$ cat src/rtl/prio_scan_display_if.sv
// prio_scan_display_if: pin-side inputs and display/encoder outputs of prio_scan_display
interface prio_scan_display_if #(
  parameter int N_IN = 8
);
  logic [N_IN-1:0] in_raw;
  logic msb_first;
  logic hold;
  logic valid;
  logic [7:0] index;
  logic [7:0] count;
  logic [3:0] dig;
  logic [6:0] seg;
  logic colon;
  modport master (
    output in_raw, msb_first, hold,
    input valid, index, count, dig, seg, colon
  );
  modport slave (
    input in_raw, msb_first, hold,
    output valid, index, count, dig, seg, colon
  );
endinterface

$ cat src/rtl/prio_scan_display.sv
// prio_scan_display: debounced priority encoder with popcount on a 4-digit multiplexed hex display
module prio_scan_display #(
  parameter int N_IN = 8,
  parameter int STABLE_CYCLES = 50000,
  parameter int REFRESH_DIV = 50000
) (
  input logic clk,
  input logic rst_n,
  prio_scan_display_if.slave bus
);
  localparam int sw = $clog2(STABLE_CYCLES) + 1;
  localparam int rw = $clog2(REFRESH_DIV);
  localparam logic [111:0] font_rom = {
    7'b0111000, 7'b0110000, 7'b1000010, 7'b0110001,
    7'b1100000, 7'b0001000, 7'b0000100, 7'b0000000,
    7'b0001111, 7'b0100000, 7'b0100100, 7'b1001100,
    7'b0000110, 7'b0010010, 7'b1001111, 7'b0000001
  };
  logic [N_IN-1:0] s1, s2, cand, acc;
  logic [sw-1:0] stab_cnt;
  logic [rw-1:0] rc;
  logic [1:0] ptr, nptr;
  logic [3:0] dig_q;
  logic [6:0] seg_q, seg_n, font_base;
  logic [7:0] idx, cnt;
  logic [15:0] word;
  logic [3:0] nib;
  logic wrap;
  // synchronise the raw lines, track the candidate and accept it once stable long enough
  always_ff @(posedge clk) begin
    if (!rst_n) begin
      s1 <= '0;
      s2 <= '0;
      cand <= '0;
      acc <= '0;
      stab_cnt <= '0;
    end else begin
      s1 <= bus.in_raw;
      s2 <= s1;
      if (s2 != cand) begin
        cand <= s2;
        stab_cnt <= '0;
      end else if (stab_cnt != sw'(STABLE_CYCLES - 1)) begin
        stab_cnt <= stab_cnt + 1'b1;
      end else if (!bus.hold) begin
        acc <= cand;
      end
    end
  end
  // popcount and winning index; the later loop overrides so the right end wins per direction
  always_comb begin
    cnt = '0;
    idx = '0;
    for (int i = 0; i < N_IN; i++) begin
      cnt = cnt + 8'(acc[i]);
      if (bus.msb_first && acc[i]) idx = 8'(i);
    end
    for (int i = N_IN - 1; i >= 0; i--) begin
      if (!bus.msb_first && acc[i]) idx = 8'(i);
    end
  end
  // pick the nibble for the digit about to be lit so dig and seg move together
  always_comb begin
    wrap = rc == rw'(REFRESH_DIV - 1);
    nptr = ptr + 2'(wrap);
    word = {cnt, idx};
    nib = word[{nptr, 2'b00} +: 4];
    font_base = 7'(nib) * 7'd7;
    seg_n = (|acc) ? font_rom[font_base +: 7] : 7'h7f;
  end
  // refresh timer, digit pointer and registered display drive
  always_ff @(posedge clk) begin
    if (!rst_n) begin
      rc <= '0;
      ptr <= '0;
      dig_q <= 4'b0001;
      seg_q <= 7'h7f;
    end else begin
      rc <= wrap ? '0 : rc + 1'b1;
      ptr <= nptr;
      dig_q <= 4'b0001 << nptr;
      seg_q <= seg_n;
    end
  end
  assign bus.valid = |acc;
  assign bus.index = idx;
  assign bus.count = cnt;
  assign bus.dig = dig_q;
  assign bus.seg = seg_q;
  assign bus.colon = 1'b1;
endmodule

$ cat src/flat_wrapper.sv
// flat-port wrapper written by rule: the top's interface ports become plain ports
module prio_scan_display_flat 
#(
  parameter int N_IN = 8,
  parameter int STABLE_CYCLES = 50000,
  parameter int REFRESH_DIV = 50000
)
  (clk, rst_n, bus_in_raw, bus_msb_first, bus_hold, bus_valid, bus_index, bus_count, bus_dig, bus_seg, bus_colon);
  prio_scan_display_if #(.N_IN(N_IN)) bus_i ();
  input logic clk;
  input logic rst_n;
  input wire logic [$bits(bus_i.in_raw)-1:0] bus_in_raw;
  input wire logic [$bits(bus_i.msb_first)-1:0] bus_msb_first;
  input wire logic [$bits(bus_i.hold)-1:0] bus_hold;
  output wire logic [$bits(bus_i.valid)-1:0] bus_valid;
  output wire logic [$bits(bus_i.index)-1:0] bus_index;
  output wire logic [$bits(bus_i.count)-1:0] bus_count;
  output wire logic [$bits(bus_i.dig)-1:0] bus_dig;
  output wire logic [$bits(bus_i.seg)-1:0] bus_seg;
  output wire logic [$bits(bus_i.colon)-1:0] bus_colon;
  assign bus_i.in_raw = bus_in_raw;
  assign bus_i.msb_first = bus_msb_first;
  assign bus_i.hold = bus_hold;
  assign bus_valid = bus_i.valid;
  assign bus_index = bus_i.index;
  assign bus_count = bus_i.count;
  assign bus_dig = bus_i.dig;
  assign bus_seg = bus_i.seg;
  assign bus_colon = bus_i.colon;
  prio_scan_display #(.N_IN(N_IN), .STABLE_CYCLES(STABLE_CYCLES), .REFRESH_DIV(REFRESH_DIV)) u_core (.clk(clk), .rst_n(rst_n), .bus(bus_i));
endmodule
$ cat config.mk
export PLATFORM = sky130hd
export DESIGN_NAME = prio_scan_display_flat
export DESIGN_NICKNAME = d
export VERILOG_FILES = /design/src/rtl/prio_scan_display_if.sv /design/src/rtl/prio_scan_display.sv /design/src/flat_wrapper.sv
export SDC_FILE = /design/constraint.sdc
export NUM_CORES = 1
export LEC_CHECK = 0
export CORE_MARGIN = 10
export CORE_UTILIZATION = 55
export DETAILED_ROUTE_END_ITERATION = 16
export GPL_TIMING_DRIVEN = 0
export PLACE_DENSITY = 0.75
export SLEW_MARGIN = 25
export SYNTH_ARGS = -nofsm -noshare
export SYNTH_HDL_FRONTEND = slang
export SYNTH_SLANG_ARGS = --single-unit
$ cat constraint.sdc
create_clock -name clk -period 10.8 [get_ports clk]
set_input_delay 1.62 -clock clk [delete_from_list [all_inputs] [get_ports clk]]
set_output_delay 1.62 -clock clk [all_outputs]
set_load 0.05 [all_outputs]
## Word-level counts from Yosys, hierarchy flattened

Cells that the tools add are included.

| word-level totals | value |
|---|---|
| output and inout bits | 29 |
| input port bits | 12 |
| logic and storage cells | 66 |
| register bits | 78 |

| cells by class | value |
|---|---|
| shifts and indexed selects | 3 |
| multiply operators | 1 |
| add/subtract/negate cells | 10 |
| eq/ne operators | 3 |
| muxes and demuxes | 15 |
| bitwise gates (word level) | 4 |
| reduce and logical (&&, ||, !) cells | 21 |

Operators by type and width:

| operator | count |
|---|---|
| variable part select 112 x 8 -> 7 bit, first input constant | 1 |
| adder 8 x 1 -> 8 bit | 6 |
| two-way mux 3 bit | 12 |
| adder 17 x 1 -> 17 bit, second input constant | 1 |
| inequality test 17 x 16 -> 1 bit, second input constant | 1 |
| adder 16 x 1 -> 16 bit, second input constant | 1 |
| equality test 16 bit, second input constant | 1 |
| variable part select 16 x 5 -> 4 bit | 1 |
| logical AND 1 bit | 15 |
| inequality test 8 bit | 1 |
| OR reduction 8 bit | 1 |
| multiplier 4 x 3 -> 7 bit, second input constant | 1 |
| two-way mux 2 bit | 2 |
| NOT 1 bit | 4 |
| OR reduction 2 bit | 2 |
| left shift 1 x 2 -> 4 bit, first input constant | 1 |
| AND reduction 3 bit | 1 |
| adder 1 x 1 -> 2 bit | 1 |
| adder 2 x 1 -> 2 bit | 1 |
| AND reduction 2 bit | 1 |
| zero test 1 bit | 1 |
| two-way mux 1 bit | 1 |

## Logic depth before layout (Yosys ltp)

Gate-level depths: netlist of the first run.

| logic depth | value |
|---|---|
| depth in word-level cells | 19 |
| mapped depth | 15 |
| mapped depth without buffers | 15 |

## Least setup slack after synthesis of the first run

Ideal clock, no wire load.

| path | value |
|---|---|
| path kind | input to output |
| from | in bus_msb_first |
| to | out bus_index[0] |
| slack | 6112 ps |
| stages on the path | 4 |
| arrival time | 3068 ps |
| cell sequence | inv_1 > o32ai_1 > o21a_1 > o21ai_0 |

| between the ends | value |
|---|---|
| cells in the longest elaborated chain, start to end | 16 |

Ends and longest elaborated chain:

| element | RTL line | text |
|---|---|---|
| start: declaration | flat_wrapper.sv:13 | `input wire logic [$bits(bus_i.msb_first)-1:0] bus_msb_first;` |
| logical AND 1 bit | prio_scan_display.sv:56 | `if (bus.msb_first && acc[i]) idx = 8'(i);` |
| two-way mux 1 bit | prio_scan_display.sv:56 |  |
| two-way mux 2 bit (2 in series) | prio_scan_display.sv:56 |  |
| two-way mux 3 bit (4 in series) | prio_scan_display.sv:56 |  |
| two-way mux 3 bit (7 in series) | prio_scan_display.sv:59 | `if (!bus.msb_first && acc[i]) idx = 8'(i);` |
| two-way mux 3 bit (*) | prio_scan_display.sv:59 |  |
| end: declaration | flat_wrapper.sv:16 | `output wire logic [$bits(bus_i.index)-1:0] bus_index;` |

Every way passes the cells marked *; elsewhere a longest branch is shown, timed or not.

## Worst setup path in the final report of the first run

| path | value |
|---|---|
| from | reg u_core.acc[0] |
| to | out bus_count[2] |

| between the ends | value |
|---|---|
| cells in the longest elaborated chain, start to end | 7 |

Ends and longest elaborated chain:

| element | RTL line | text |
|---|---|---|
| start: declaration | prio_scan_display.sv:19 | `logic [N_IN-1:0] s1, s2, cand, acc;` |
| start signal: assignment | prio_scan_display.sv:46 | `acc <= cand;` |
| adder 1 x 1 -> 2 bit | prio_scan_display.sv:55 | `cnt = cnt + 8'(acc[i]);` |
| adder 8 x 1 -> 8 bit (6 in series) | prio_scan_display.sv:55 |  |
| end: declaration | flat_wrapper.sv:17 | `output wire logic [$bits(bus_i.count)-1:0] bus_count;` |

Every way passes these cells.

==> results of run 1 <==
## routing by layer
metal,vias up,part of all wire,GRT usage
li1,1363,-,-
met4,0,0.013,0.0554
met2,41,0.47,0.223
met1,1194,0.46,0.152
met5,-,0,0
met3,9,0.052,0.0391
## synth_stat cells (2+ instances only)
cell type | number | area, um^2
nor2b_1 | 13 | 81.3
fa_1 | 4 | 80.1
and2_1 | 27 | 169
conb_1 | 2 | 7.51
and4_1 | 2 | 17.5
o21a_1 | 3 | 22.5
nor3b_1 | 4 | 30.0
nor4b_2 | 2 | 30.0
nand3_1 | 12 | 60.1
nor4_1 | 3 | 18.8
mux2_2 | 3 | 33.8
dfxtp_1 | 78 | 1560
nand2_1 | 23 | 86.3
a211oi_1 | 3 | 22.5
mux2i_1 | 10 | 100
clkbuf_1 | 7 | 26.3
and3_1 | 8 | 50.1
nor4b_1 | 2 | 17.5
buf_4 | 11 | 82.6
a21oi_1 | 5 | 25.0
inv_1 | 22 | 82.6
o21ai_0 | 8 | 40.0
nor3_1 | 4 | 20.0
nand4_1 | 10 | 62.6
nor2_1 | 45 | 169
o2111ai_1 | 2 | 17.5
xnor2_1 | 23 | 201
ha_1 | 14 | 175
a31oi_1 | 2 | 12.5
xor2_1 | 17 | 149
## how the worst min path moves through the flow
stage | start | to | slack (ns) | cells past startpoint
2_1_floorplan | u_core.s1[0] | u_core.s2[0] | 0.41 | 1
3_3_place_gp | u_core.s1[7] | u_core.s2[7] | 0.41 | 1
3_5_place_dp | u_core.s1[2] | u_core.s2[2] | 0.42 | 1
4_1_cts | u_core.s1[1] | u_core.s2[1] | 0.44 | 1
5_1_grt | u_core.s1[1] | u_core.s2[1] | 0.45 | 1
6_report | u_core.s1[4] | u_core.s2[4] | 0.43 | 1
## final cells by class
class,instances,area [um^2],share of cell area
multi-input combinational,273,1870,0.441
sequential,78,1560,0.369
timing repair buffer,30,300,0.0709
clock buffer,12,155,0.0366
buffer,19,114,0.0269
tap,77,96.3,0.0228
inverter,22,82.6,0.0195
clock inverter,4,55.1,0.0130
## per-stage QoR
stage / utilization / hold WS, ns / instance area [um^2] / setup slack [ns] / power, mW
2_1_floorplan: - / 0.412 / 3630 / 6.11 / 0.323
3_3_place_gp: 0.634 / 0.414 / 4020 / 5.54 / 0.330
3_5_place_dp: 0.634 / 0.417 / 4020 / 5.54 / 0.331
4_1_cts: 0.667 / 0.436 / 4230 / 5.24 / 0.554
5_1_grt: 0.667 / 0.452 / 4230 / 5.11 / 0.568
6_report: 0.667 / 0.435 / 4230 / 5.26 / 0.548
## worst max-delay path, delay by kind of cell (launching register included)
kind,cells,cell delay [ns]
xor+xnor,1,0.28
buf+inv,5,1.04
flops,1,0.44
fa+ha+maj,5,1.81
## cells by family (layout without fill, tap and decap cells)
group,Yosys count,after routing,share of synthesized area
flops,78,78,0.434
buf+inv,41,87,0.0546
fa+ha+maj,18,18,0.0710
xor+xnor,40,40,0.0974
compound gates,30,30,0.0570
other cells,2,10,0.00209
mux,13,13,0.0372
simple gates,162,162,0.247
## layout by cell type (no fill, tap or decap), drive strengths merged, types with 12 or more instances in the layout
cell,n
nand2,23
nor2b,13
and2,27
dfxtp,78
clkdlybuf4s50,30
nand3,12
xor2,17
inv,22
xnor2,23
ha,14
nor2,45
buf,12
clkbuf,19
## flip-flops by register name (all words and copies together), names as in the netlist
register	cells
u_core.s1	8
u_core.rc	16
u_core.bus.dig	4
u_core.stab_cnt	17
u_core.ptr	2
u_core.bus.seg	7
u_core.s2	8
u_core.acc	8
u_core.cand	8
## power by group through the flow
stage	clock, mW	sequential, mW	combinational (mW)
detailed placement	0	0.302	0.0290
floorplan	0	0.301	0.0216
finish	0.225	0.295	0.0289
global route	0.240	0.296	0.0321
CTS	0.229	0.295	0.0291
global placement	0	0.302	0.0284
==> run_results.csv, run 1 <==
group,metric,value,unit
worst_hold_path,min_path_type,"reg2reg",
synth,synthArstFlopShare,0,
cells_and_area,fillCellCount,524,
sta,tns,0,ns
detailed_routing,viasPerCell,5.06,
power_and_ir_drop,p_sw,0.124,mW
synth,syn_area,3600,um^2
global_routing,antenna_found_initial,0,
synth,synth_seq_cells,78,
sta,drv_slew,0,
setup_path,cp_cell_sequence,"inv_1 -> ha_1 -> inv_1 -> fa_1 -> fa_1 -> fa_1 -> inv_1 -> fa_1 -> xnor2_1 -> inv_1 -> clkdlybuf4s50_1",
setup_path,cp_max_fo,5,
power_and_ir_drop,vdd_drop_max,111,uV
global_routing,track_usage,0.132,
detailed_routing,antenna_left,0,
synth,yosys_warnings,0,
global_routing,grt_pass1_vias,2567,
sta,rsz0062_at_grt,"no",
setup_path,r2r_slack,6.70,ns
die,core,6350,um^2
die,dieArea,10200,um^2
synth,synth_cell_type_count,45,
sta,fin_skew,0.00666,ns
detailed_routing,num_vias,2607,
sta,hold_violations,0,
clock_network,cts_made_buffers,9,
sta,period_needed,5.54,ns
clock_network,clk_path_buf_depth,2,
power_and_ir_drop,intPower,0.425,mW
sta,slew_headroom,0.520,
placement,gp_congestion,0.908,
sta,finalCritPeriodShare,0.513,
power_and_ir_drop,p_clk_frac,0.409,
power_and_ir_drop,comb_power_share,0.053,
power_and_ir_drop,swShare,0.226,
synth,synth_cells,384,
setup_path,end_kind,"primary output",
setup_path,cp.arrival,3.92,ns
setup_path,endpoint,"bus_count[2]",
placement,io_buffers,30,
global_routing,grt.overflow.total,0,
setup_path,r2r-start,"u_core.acc[0]",
setup_path,worst-r2r-cell-count,14,
setup_path,r2r-end,"u_core.bus.seg[3]",
clock_network,h-tree-depth,3,
run_status,status,"finished, final reports clean",
sta,setup_viol,0,
cells_and_area,finalNonFillerCells,515,
clock_network,clk_pin_slew,0.08,ns
die,rows,29,
detailed_routing,drtIter0Drc,77,
cells_and_area,fin_nets,463,
die,die_h,101,um
detailed_routing,drt_first_pass_iters,4,
die,die_x,101,um
synth,synth_edf_count,0,
clock_network,clockRootBuffer,"clkbuf_8",
placement,hpwlAfterDp,4900,um
placement,placed_cells,499,
setup_path,required,9.18,ns
detailed_routing,wirelength,6450,um
synth,synth-main-ff-cell,"dfxtp_1",
power_and_ir_drop,power_density,130,nW/um^2
clock_network,hold_buffers,0,
detailed_routing,wl_per_cell,12.5,um
sta,fmax,0.180,GHz
global_routing,grt_pass1_wl,11200,um
setup_path,crit_path_max_incr_delay,0.71,ns
sta,tightest_slew,0.715,ns
setup_path,slowest_stage,"clkdlybuf4s50_1",
cells_and_area,diodes,0,
synth,synth-seq-area-share,0.434,
detailed_routing,remaining_drc_errors,0,
setup_path,critical_path_class,"reg2out",
setup_path,crit_start,"u_core.acc[0]",
job,cap_violations,0,
clock_network,clock_latency,0.34,ns
clock_network,clkSinkCount,78,
power_and_ir_drop,power_frac_seq,0.538,
clock_network,cts_resized,0,
cells_and_area,final_layout_size_suffix_gt1_frac,0.0868,
cells_and_area,areaGrowthSynthToFinish,17.7,%
global_routing,grt_max_degree,14,
power_and_ir_drop,leakage,1.65,nW
synth,syn-mean-instance-area,9.37,um^2
clock_network,post_cts_buffers,0,
die,top_level_ports,41,
setup_path,startpoint_type,"register",
die,initial_core_util,0.567,
clock_network,cts_tree,"built",
Note: power is estimated with default switching activity, not from simulation.
==> run 2, diff against run 1 <==
Settings changed: CORE_UTILIZATION 55 to 50, PLACE_DENSITY 0.75 to 0.72.
Clock period 10.8 ns to 5 ns, I/O delays scaled along.
==> run_results.csv, run 2 (synthesis gave the netlist of run 1 again) <==
group,metric,value,unit
detailed_routing,viasPerCell,4.86,
global_routing,globalRouteMet3Util,0.0381,
placement,placedInstanceArea,4050,um^2
sta,fin_skew,0.0113,ns
sta,holdWs,0.433,ns
detailed_routing,wirelength,6470,um
cells_and_area,final_cell_mix,"78 x dfxtp_1, 45 x nor2_1, 30 x clkdlybuf4s50_1",
cells_and_area,top_regs,"u_core.stab_cnt: 17 flops, u_core.rc: 16 flops",
setup_path,cp_max_fo,5,
global_routing,use_met1,0.149,
sta,rsz0062_at_grt,"no",
clock_network,clock_latency,0.35,ns
setup_path,required,4.25,ns
power_and_ir_drop,power_density,284,nW/um^2
placement,io_buffers,30,
global_routing,grt.overflow.total,0,
sta,finalCritPeriodShare,0.933,
global_routing,busiest_layer,"met2",
placement,gp_congestion,0.855,
sta,hold_violations,0,
die,die_h,105,um
clock_network,cts_resized,0,
detailed_routing,num_vias,2590,
global_routing,track_usage,0.123,
sta,fmax,0.214,GHz
clock_network,clockRootBuffer,"clkbuf_8",
job,cap_violations,0,
cells_and_area,fin_nets,463,
sta,drv_slew,0,
clock_network,clkSinkCount,78,
die,dieArea,11000,um^2
setup_path,startpoint_type,"register",
die,die_x,105,um
cells_and_area,areaGrowthSynthToFinish,18.4,%
detailed_routing,drt_first_pass_iters,4,
detailed_routing,wl_per_cell,12.1,um
global_routing,grt_use_met2,0.192,
sta,tns,0,ns
run_status,status,"finished, final reports clean",
setup_path,cp_cell_sequence,"inv_1 -> ha_1 -> inv_1 -> fa_1 -> fa_1 -> fa_1 -> inv_1 -> fa_1 -> xnor2_1 -> inv_1 -> clkdlybuf4s50_1",
cells_and_area,utilization,0.617,
sta,setup_viol,0,
setup_path,slowest_stage,"clkdlybuf4s50_1",
setup_path,crit_path_max_incr_delay,0.71,ns
detailed_routing,antenna_left,0,
die,top_level_ports,41,
clock_network,clk_pin_slew,0.08,ns
setup_path,critical_path_class,"reg2out",
setup_path,crit_family,"adder cells",
cells_and_area,diodes,0,
cells_and_area,design_area,4260,um^2
global_routing,grt_pass1_vias,2611,
cells_and_area,fillCellCount,627,
setup_path,end_kind,"primary output",
die,core,6910,um^2
sta,period_needed,4.67,ns
setup_path,cp.arrival,3.92,ns
clock_network,h-tree-depth,3,
detailed_routing,remaining_drc_errors,0,
detailed_routing,drtIter0Drc,103,
cells_and_area,largest-register,"u_core.stab_cnt",
clock_network,cts_tree,"built",
sta,slew_headroom,0.534,
clock_network,hold_buffers,0,
setup_path,critical_path_buf_inv_count,5,
sta,tightest_slew,0.694,ns
power_and_ir_drop,leakage,1.65,nW
cells_and_area,largest_reg_flops,17,
cells_and_area,final_layout_size_suffix_gt1_frac,0.0847,
global_routing,grt_pass1_wl,11500,um
power_and_ir_drop,vdd_drop_max,210,uV
clock_network,clk_path_buf_depth,2,
worst_hold_path,min_path_type,"reg2reg",
die,rows,30,
global_routing,antenna_found_initial,0,
placement,hpwlAfterDp,4870,um
die,initial_core_util,0.521,
cells_and_area,mostFrequentLayoutCell,"dfxtp_1",
clock_network,post_cts_buffers,0,
global_routing,grt_max_degree,14,
clock_network,cts_made_buffers,9,
## run 2: per-layer routing
metal  part of all wire  wire length (um)  up-vias
met2               0.45              2940       40
met1               0.48              3120     1179
met5                  0                 0        -
met4              0.017               107        0
met3              0.047               304       11
li1                   -                 -     1360
## run 2: path summary, 6_finish.rpt
path,startpoint,to,slack [ns],cells past startpoint
worst max register to register,u_core.acc[0],u_core.bus.seg[3],0.90,14
worst max-delay path,u_core.acc[0],bus_count[2],0.33,11
worst min register to register,u_core.s1[0],u_core.s2[0],0.43,1
worst min-delay path,u_core.s1[0],u_core.s2[0],0.43,1
## run 2: metrics by stage
step	cells	power [mW]	worst slack (ns)
floorplan	392	0.697	0.879
global placement	518	0.713	0.723
detailed placement	518	0.714	0.695
CTS	533	1.22	0.305
global route	533	1.25	0.129
finish	533	1.21	0.334
## run 2: power breakdown
| part | total (mW) | internal, mW | switching (mW) |
|---|---|---|---|
| logic | 0.0621 | 0.0256 | 0.0365 |
| registers | 0.637 | 0.631 | 0.00590 |
| clock network | 0.511 | 0.280 | 0.230 |
## run 2: final cells by class
cell class | instances | area, um^2 | area share
well taps | 96 | 120 | 0.0282
multi-input cells | 273 | 1870 | 0.439
plain buffers | 19 | 114 | 0.0267
clock buffers | 10 | 128 | 0.0300
inverters | 22 | 82.6 | 0.0194
repair buffers | 30 | 300 | 0.0705
flip-flops and latches | 78 | 1560 | 0.367
clock inverters | 5 | 85.1 | 0.0200
